## config.mk

```make
export PLATFORM = sky130hd
export DESIGN_NAME = dkong_scandoubler
export DESIGN_NICKNAME = d
export VERILOG_FILES = /design/src/rtl/dkong_scandoubler.sv
export SDC_FILE = /design/constraint.sdc
export NUM_CORES = 2
export LEC_CHECK = 0
export BUFFER_PORTS_ARGS = -buffer_cell sky130_fd_sc_hd__buf_2
export CAP_MARGIN = 20
export CORE_MARGIN = 3
export CORE_UTILIZATION = 35
export DETAILED_ROUTE_END_ITERATION = 7
export SETUP_SLACK_MARGIN = 0.3
export SYNTH_ARGS = -nofsm -noshare
export SYNTH_HDL_FRONTEND = slang
export SYNTH_SLANG_ARGS = --single-unit
```

## constraint.sdc

```tcl
create_clock -name I_CLK -period 7.7 [get_ports I_CLK]
set_input_delay 1.54 -clock I_CLK [delete_from_list [all_inputs] [get_ports I_CLK]]
set_output_delay 1.54 -clock I_CLK [all_outputs]
set_load 0.005 [all_outputs]
```

## src/rtl/dkong_scandoubler.sv

```systemverilog
// Line-doubling video output stage: captures 15.6 kHz lines into a ping-pong buffer and
// replays each twice at 31 kHz. Define DKONG_SCANLINE_EN to dim the second replay.
module dkong_scandoubler #(
    parameter int unsigned MAX_W     = 256,
    parameter int unsigned LINE_LEN  = 768,
    parameter int unsigned ACT_START = 192,
    parameter int unsigned HS_START  = 24,
    parameter int unsigned HS_W      = 92
) (
    input  logic       I_CLK,
    input  logic       RST_n,
    input  logic [2:0] I_R,
    input  logic [2:0] I_G,
    input  logic [1:0] I_B,
    input  logic       I_H_BLANKn,
    input  logic       I_V_BLANKn,
    input  logic       I_H_SYNCn,
    input  logic       I_V_SYNCn,
    output logic [2:0] O_R,
    output logic [2:0] O_G,
    output logic [1:0] O_B,
    output logic       O_H_SYNCn,
    output logic       O_V_SYNCn,
    output logic       O_BLANKn,
    output logic       O_CE,
    output logic       O_LINE
);

    localparam int unsigned AW = $clog2(MAX_W);
    localparam int unsigned XW = AW + 1;
    localparam int unsigned HW = $clog2(LINE_LEN);

    localparam logic [XW-1:0] X_MAX  = XW'(MAX_W);
    localparam logic [HW-1:0] H_LAST = HW'(LINE_LEN - 1);
    localparam logic [HW-1:0] HS_LO  = HW'(HS_START);
    localparam logic [HW-1:0] HS_HI  = HW'(HS_START + HS_W);
    localparam logic [HW:0]   ACT_X  = (HW + 1)'(ACT_START);

    logic          sync_q;
    logic          hs_fall;
    logic [1:0]    in_ph_q;
    logic [XW-1:0] wr_x_q;
    logic [XW-1:0] act_len_q;
    logic          bank_q;
    logic          vbl_q;
    logic [HW-1:0] o_h_q;
    logic          line_q;
    logic          wr_en;

    assign hs_fall = sync_q & ~I_H_SYNCn;
    assign wr_en   = (in_ph_q == 2'd3) && I_H_BLANKn && !hs_fall && (wr_x_q != X_MAX);

    // Input side: phase, write pointer, bank swap and output line counter.
    always_ff @(posedge I_CLK or negedge RST_n) begin
        if (!RST_n) begin
            sync_q    <= 1'b1;
            in_ph_q   <= '0;
            wr_x_q    <= '0;
            act_len_q <= '0;
            bank_q    <= 1'b0;
            vbl_q     <= 1'b0;
            o_h_q     <= '0;
            line_q    <= 1'b0;
        end else begin
            sync_q <= I_H_SYNCn;
            if (hs_fall) begin
                in_ph_q   <= '0;
                wr_x_q    <= '0;
                act_len_q <= wr_x_q;
                bank_q    <= ~bank_q;
                vbl_q     <= I_V_BLANKn;
                o_h_q     <= '0;
                line_q    <= 1'b0;
            end else begin
                in_ph_q <= in_ph_q + 2'd1;
                if (wr_en) wr_x_q <= wr_x_q + XW'(1);
                if (o_h_q == H_LAST) begin
                    o_h_q  <= '0;
                    line_q <= ~line_q;
                end else begin
                    o_h_q <= o_h_q + HW'(1);
                end
            end
        end
    end

    logic [HW:0]   h_ext;
    logic [HW:0]   h_rel;
    logic [HW:0]   win_end;
    logic          act_win;
    logic [AW-1:0] rd_addr;

    assign h_ext   = {1'b0, o_h_q};
    assign h_rel   = h_ext - ACT_X;
    assign win_end = ACT_X + (HW + 1)'({act_len_q, 1'b0});
    assign act_win = (h_ext >= ACT_X) && (h_ext < win_end);
    assign rd_addr = h_rel[AW:1];

    logic [7:0] mem [2*MAX_W];
    logic [7:0] rd_q;

    always_ff @(posedge I_CLK) begin
        if (wr_en) mem[{bank_q, wr_x_q[AW-1:0]}] <= {I_R, I_G, I_B};
        rd_q <= mem[{~bank_q, rd_addr}];
    end

    // First pipeline stage, aligned with the registered memory read.
    logic act_q;
    logic hsn_q;
    logic ce_q;
    logic line1_q;

    always_ff @(posedge I_CLK or negedge RST_n) begin
        if (!RST_n) begin
            act_q   <= 1'b0;
            hsn_q   <= 1'b1;
            ce_q    <= 1'b0;
            line1_q <= 1'b0;
        end else begin
            act_q   <= act_win;
            hsn_q   <= !((o_h_q >= HS_LO) && (o_h_q < HS_HI));
            ce_q    <= o_h_q[0];
            line1_q <= line_q;
        end
    end

    logic [7:0] pix_out;

`ifdef DKONG_SCANLINE_EN
    always_comb begin
        pix_out = rd_q;
        if (line1_q) pix_out = {1'b0, rd_q[7:6], 1'b0, rd_q[4:3], 1'b0, rd_q[1]};
    end
`else
    assign pix_out = rd_q;
`endif

    always_ff @(posedge I_CLK or negedge RST_n) begin
        if (!RST_n) begin
            O_R       <= '0;
            O_G       <= '0;
            O_B       <= '0;
            O_BLANKn  <= 1'b0;
            O_H_SYNCn <= 1'b1;
            O_V_SYNCn <= 1'b1;
            O_CE      <= 1'b0;
            O_LINE    <= 1'b0;
        end else begin
            O_R       <= act_q ? pix_out[7:5] : 3'd0;
            O_G       <= act_q ? pix_out[4:2] : 3'd0;
            O_B       <= act_q ? pix_out[1:0] : 2'd0;
            O_BLANKn  <= act_q & vbl_q;
            O_H_SYNCn <= hsn_q;
            O_CE      <= ce_q;
            O_LINE    <= line1_q;
            if (o_h_q == '0) O_V_SYNCn <= I_V_SYNCn;
        end
    end

endmodule
```

After elaboration in Yosys (flattened, before gate mapping)
Memory sizes are Yosys's and may differ from the RTL's. A register that Yosys moved wholly into a read port is not among the register bits. Cells that the tools add are included.

Register bits: 51. Bits in writable memories: 4096. Input port bits: 14. Output and inout bits: 13. Logic and storage cells: 60. Memories: 1.

Memory list: mem (depth 512, bits a word 8, read ports 1, clocked after memory_dff 1, write ports 1, line 99) `logic [7:0] mem [2*MAX_W];`.

Add/sub/neg operators: 5. Magnitude comparators: 4. Equality and inequality tests: 3. Muxes and demuxes: 12. Bitwise gates (word level): 5. Reductions and logical operators: 10.

Operators by type and width (number): $mux 10 (2); $mux 9 (2); $add 8x10->11 const A (1); $lt 10x11->1 (1); $add 10x1->10 const B (1); $eq 10x10->1 const B (1); $ge 10x5->1 const B (1); $ge 10x8->1 const B (1); $logic_not 10->1 (1); $lt 10x7->1 const B (1); $add 9x1->9 const B (1); $ne 9x9->1 const B (1); $sub 9x8->9 const B (1); $mux 3 (2); $logic_and 1x1->1 (5); $mux 1 (4); $mux 2 (2); $reduce_bool 2->1 (2); $not 1->1 (3); $add 2x1->2 const B (1); $and 1x1->1 (2); $eq 2x2->1 const B (1); $logic_not 1->1 (2).

Depth between registers and ports, before layout
Depth after elaboration: 7. Mapped depth: 14. Mapped depth without buffers: 10.

Least setup slack after synthesis
No wires, ideal clock.

Path kind: input to register. From: input I_H_BLANKn. To: memory mem[448][0] (enable). Library setup time: 370 ps. Data arrival time: 3333 ps. Data required time: 7330 ps. Slack: 3997 ps. Stages: 8. Path buffers: 3. Cells stage by stage: nand2_1 -> nor2_1 -> and2_1 -> clkbuf_1 -> buf_1 -> nand4_1 -> clkbuf_1 -> nor2_1.

Longest elaborated chain between the ends: 5.

RTL lines: start, declared (line 15) `input logic I_H_BLANKn,`; $logic_and 1x1->1 (3 in a row) (line 51) `assign wr_en = (in_ph_q == 2'd3) && I_H_BLANKn && !hs_fall && (wr_x_q != X_MAX);`; $mux 1 (line 103) `if (wr_en) mem[{bank_q, wr_x_q[AW-1:0]}] <= {I_R, I_G, I_B};`; $mux 1 (not written as such) (line 103); end, declared (line 99).

No other way between the ends.

Final worst setup path
From: register o_h_q[2]. To: register rd_q[3], in the netlist pix_out[3], read port of mem.

Longest elaborated chain between the ends: 1.

RTL lines: start, declared (line 46) `logic [HW-1:0] o_h_q;`; start signal, assigned (line 81) `o_h_q <= o_h_q + HW'(1);`; $sub 9x8->9 (line 94) `assign h_rel = h_ext - ACT_X;`; end, declared (line 100) `logic [7:0] rd_q;`.

No other way between the ends. A chain may end at the register's enable or synchronous reset.

==> impl_metrics.tcl <==
set metrics [dict create \
    timing.rr.start "o_h_q[2]$_DFF_PN0_" \
    dieWidth_um 684 \
    ir_drop_v 0.000247 \
    antenna_found_initial 44 \
    nets 7692 \
    fin_util_pct 40.0 \
    p_leak_nw 55.3 \
    seq_area_frac_synth_pct 77.3 \
    syn_to_final_growth_pct 13.6 \
    cap_viol_max_count 0 \
    cts.path.max_buffers 4 \
    status "complete, no violations" \
    startpoint_type "register" \
    dpl_cell_area_mm2 0.169 \
    drive_gt1_share_pct 24.3 \
    grt_pass1_vias 80841 \
    drt_wl_total_um 479000 \
    min_period_ns 5.49 \
    async_flop_share_pct 1.23 \
    synth_cell_types 69 \
    yosys.area.top_type_share_pct 76.4 \
    endpoint_kind "register" \
    via_per_inst 5.75 \
    placed_cells_incl_taps 13362 \
    stdcell_area_mm2 0.183 \
    fin_crit_sh_pct 71.3 \
    cts_resized 0 \
    arrival_ns 6.33 \
    hold_buffers 0 \
    crit_path_frequent_cell "buf_4" \
    numCtsBuffers 416 \
    worstPathRequired_ns 8.53 \
    crit_type "reg -> reg" \
    ctsRootBufferMaster "clkbuf_16" \
    coreArea_mm2 0.457 \
    hold_class "reg -> reg" \
    ant_nets 0 \
    ys_ff_latch 4155 \
    hp-start "in_ph_q[0]$_DFF_PN0_" \
    dpl.hpwl_um 283000 \
    synthTopCellsByCount "4096 x edfxtp_1, 1030 x mux4_2, 581 x nor2_1" \
    gr-total-overflow 0 \
    clkTransAtPathRegs_ns 0.06 \
    final_hold_viol_count 0 \
    drt-initial-drc-count 11906 \
    start_util_pct 35.2 \
    synth-main-ff-cell "edfxtp_1" \
    cp_slowest_cell "a2111oi_1" \
    power_mw 57.9 \
    fin_skew_ns 0.0916 \
    wl_per_cell_um 33.8 \
    critPathTopFamily "compound AO/OA/AOI/OAI gates" \
    synth_top_area_cell "edfxtp_1" \
    synth_most_common_cell "edfxtp_1" \
    rsz0062_at_grt "no" \
    relSlewSlack_pct 16.5 \
    synth.area.top_cells "edfxtp_1 76%, mux4_2 14%, mux2i_1 1.6%, nor2_1 1.4%, dfrtp_1 0.73%" \
    synth-edff-count 4096 \
    crit_chain "buf_4 -> buf_4 -> mux4_2 -> and3_1 -> a311oi_1 -> o21ai_0 -> a2111oi_1 -> buf_4 -> nor3_1 -> a211oi_1 -> a311oi_1" \
    grt_pass1_wl_um 665000 \
    cp_num_buf_inv 3 \
    ios 27 \
    drt-pass1-iter-count 7 \
    die-area_mm2 0.468 \
    syn_nets 7517 \
    slew_viol_final 0 \
    grt_max_degree 176 \
    syn_avg_cell_area_um2 21.5 \
    fmax_mhz 182 \
    synthCells 7484 \
    die_height_um 684 \
    final_cells 14164 \
    p_per_area_mw_per_mm2 317 \
    cts_tree "done" \
    finalSetupTns_ns 0 \
    io_buffers 26 \
    worstMarginPinSlew_ns 1.25 \
    cts_setup_buffers 0 \
    crit_fanout 29 \
    drc 0 \
    via_count 81443 \
    htreeDepth 5 \
    row_count 248 \
    gp_congestion 0.876 \
    crit_path_start "o_h_q[2]$_DFF_PN0_" \
    clkSinkCount 4155 \
    setup_viol 0 \
    max_stage_delay_ns 0.92 \
    r2r_setup_slack_ns 2.21 \
    grt_usage_pct 20.0 \
    clkLatencyLatePin_ns 1.00 \
    synth_area_mm2 0.161 \
    yosys_warnings 0 \
]
==> flip-flops by register name (all words and copies together) (netlist names), 2 cells and up <==
| name | count |
|---|---|
| act_len_q | 9 |
| pix_out | 8 |
| mem | 4096 |
| O_G | 3 |
| O_R | 3 |
| wr_x_q | 9 |
| O_B | 2 |
| o_h_q | 10 |
| in_ph_q | 2 |
==> logic make-up after synthesis <==
| kind of cell | Yosys count | share of synthesized area, % |
|---|---|---|
| DFF | 4155 | 77.3 |
| muxes | 1293 | 16.1 |
| and+or+nand+nor | 956 | 2.50 |
| AOI/OAI and AO/OA | 559 | 2.44 |
| buffers and inverters | 483 | 1.42 |
| xor gates and xnor gates | 19 | 0.103 |
| adders and majority gates | 19 | 0.148 |
==> final timing paths <==
kind,depth (start not counted),endpoint
setup / recovery,11,pix_out[3]$_DFF_P_
hold / removal,1,in_ph_q[0]$_DFF_PN0_
setup reg to reg,11,pix_out[3]$_DFF_P_
hold reg to reg,1,in_ph_q[0]$_DFF_PN0_
max in group asynchronous,2,o_h_q[1]$_DFF_PN0_
min in group asynchronous,2,O_R[1]$_DFF_PN0_
==> metrics by stage <==
stage	worst slack, ns	hold slack, ns
after global placement	2.02	0.422
final	2.21	0.447
after global routing	2.18	0.437
after CTS	2.30	0.442
after detailed placement	1.95	0.428
after floorplan	4.00	0.331
==> placed cells by master, fill, tap and decap left out, drive strengths merged, types with 11 or more instances in the layout <==
master    instances
xor2             11
edfxtp         4096
clkbuf          497
o221ai           19
o21ai            72
o211ai           24
diode            29
dfrtp            47
a22oi           103
nor2b            29
clkinv          183
mux2i           252
ha               19
a21oi            95
nor2            581
a22o             35
o2111ai          12
a31oi            19
a211oi           22
bufinv           49
mux4           1030
inv              30
mux2             11
nand4            20
clkinvlp         29
nand3            69
buf             220
nand2           166
and2             21
a221oi           52
nor3             28
o22ai            45
==> layout make-up <==
class                           instances  area (um2)
Antenna cell                           29        72.6
Fill cell                           39582      274000
Tap cell                             6125        7660
Sequential cell                      4155      124000
Timing Repair Buffer                  225        2220
Inverter                               15        63.8
Clock inverter                        276        3010
Clock buffer                          493       10800
Multi-Input combinational cell       2846       34500
==> power by group <==
part           leakage [nW]  total [mW]  switching (mW)  internal, mW
clock network          6.69        20.5            8.79          11.8
registers              37.5        25.1           0.177          24.9
logic                  11.1        12.3            7.30          5.02
total                  55.3        57.9            16.3          41.7
==> routing by layer <==
layer	vias to the layer above	track usage (%)	share of wire [%]
li1	31726	-	-
met1	43486	27.2	38
met2	5372	30.5	46
met3	845	5.35	11
met4	14	8.25	4.6
met5	-	0.316	0.063
Power figures use the tool's default switching activity.
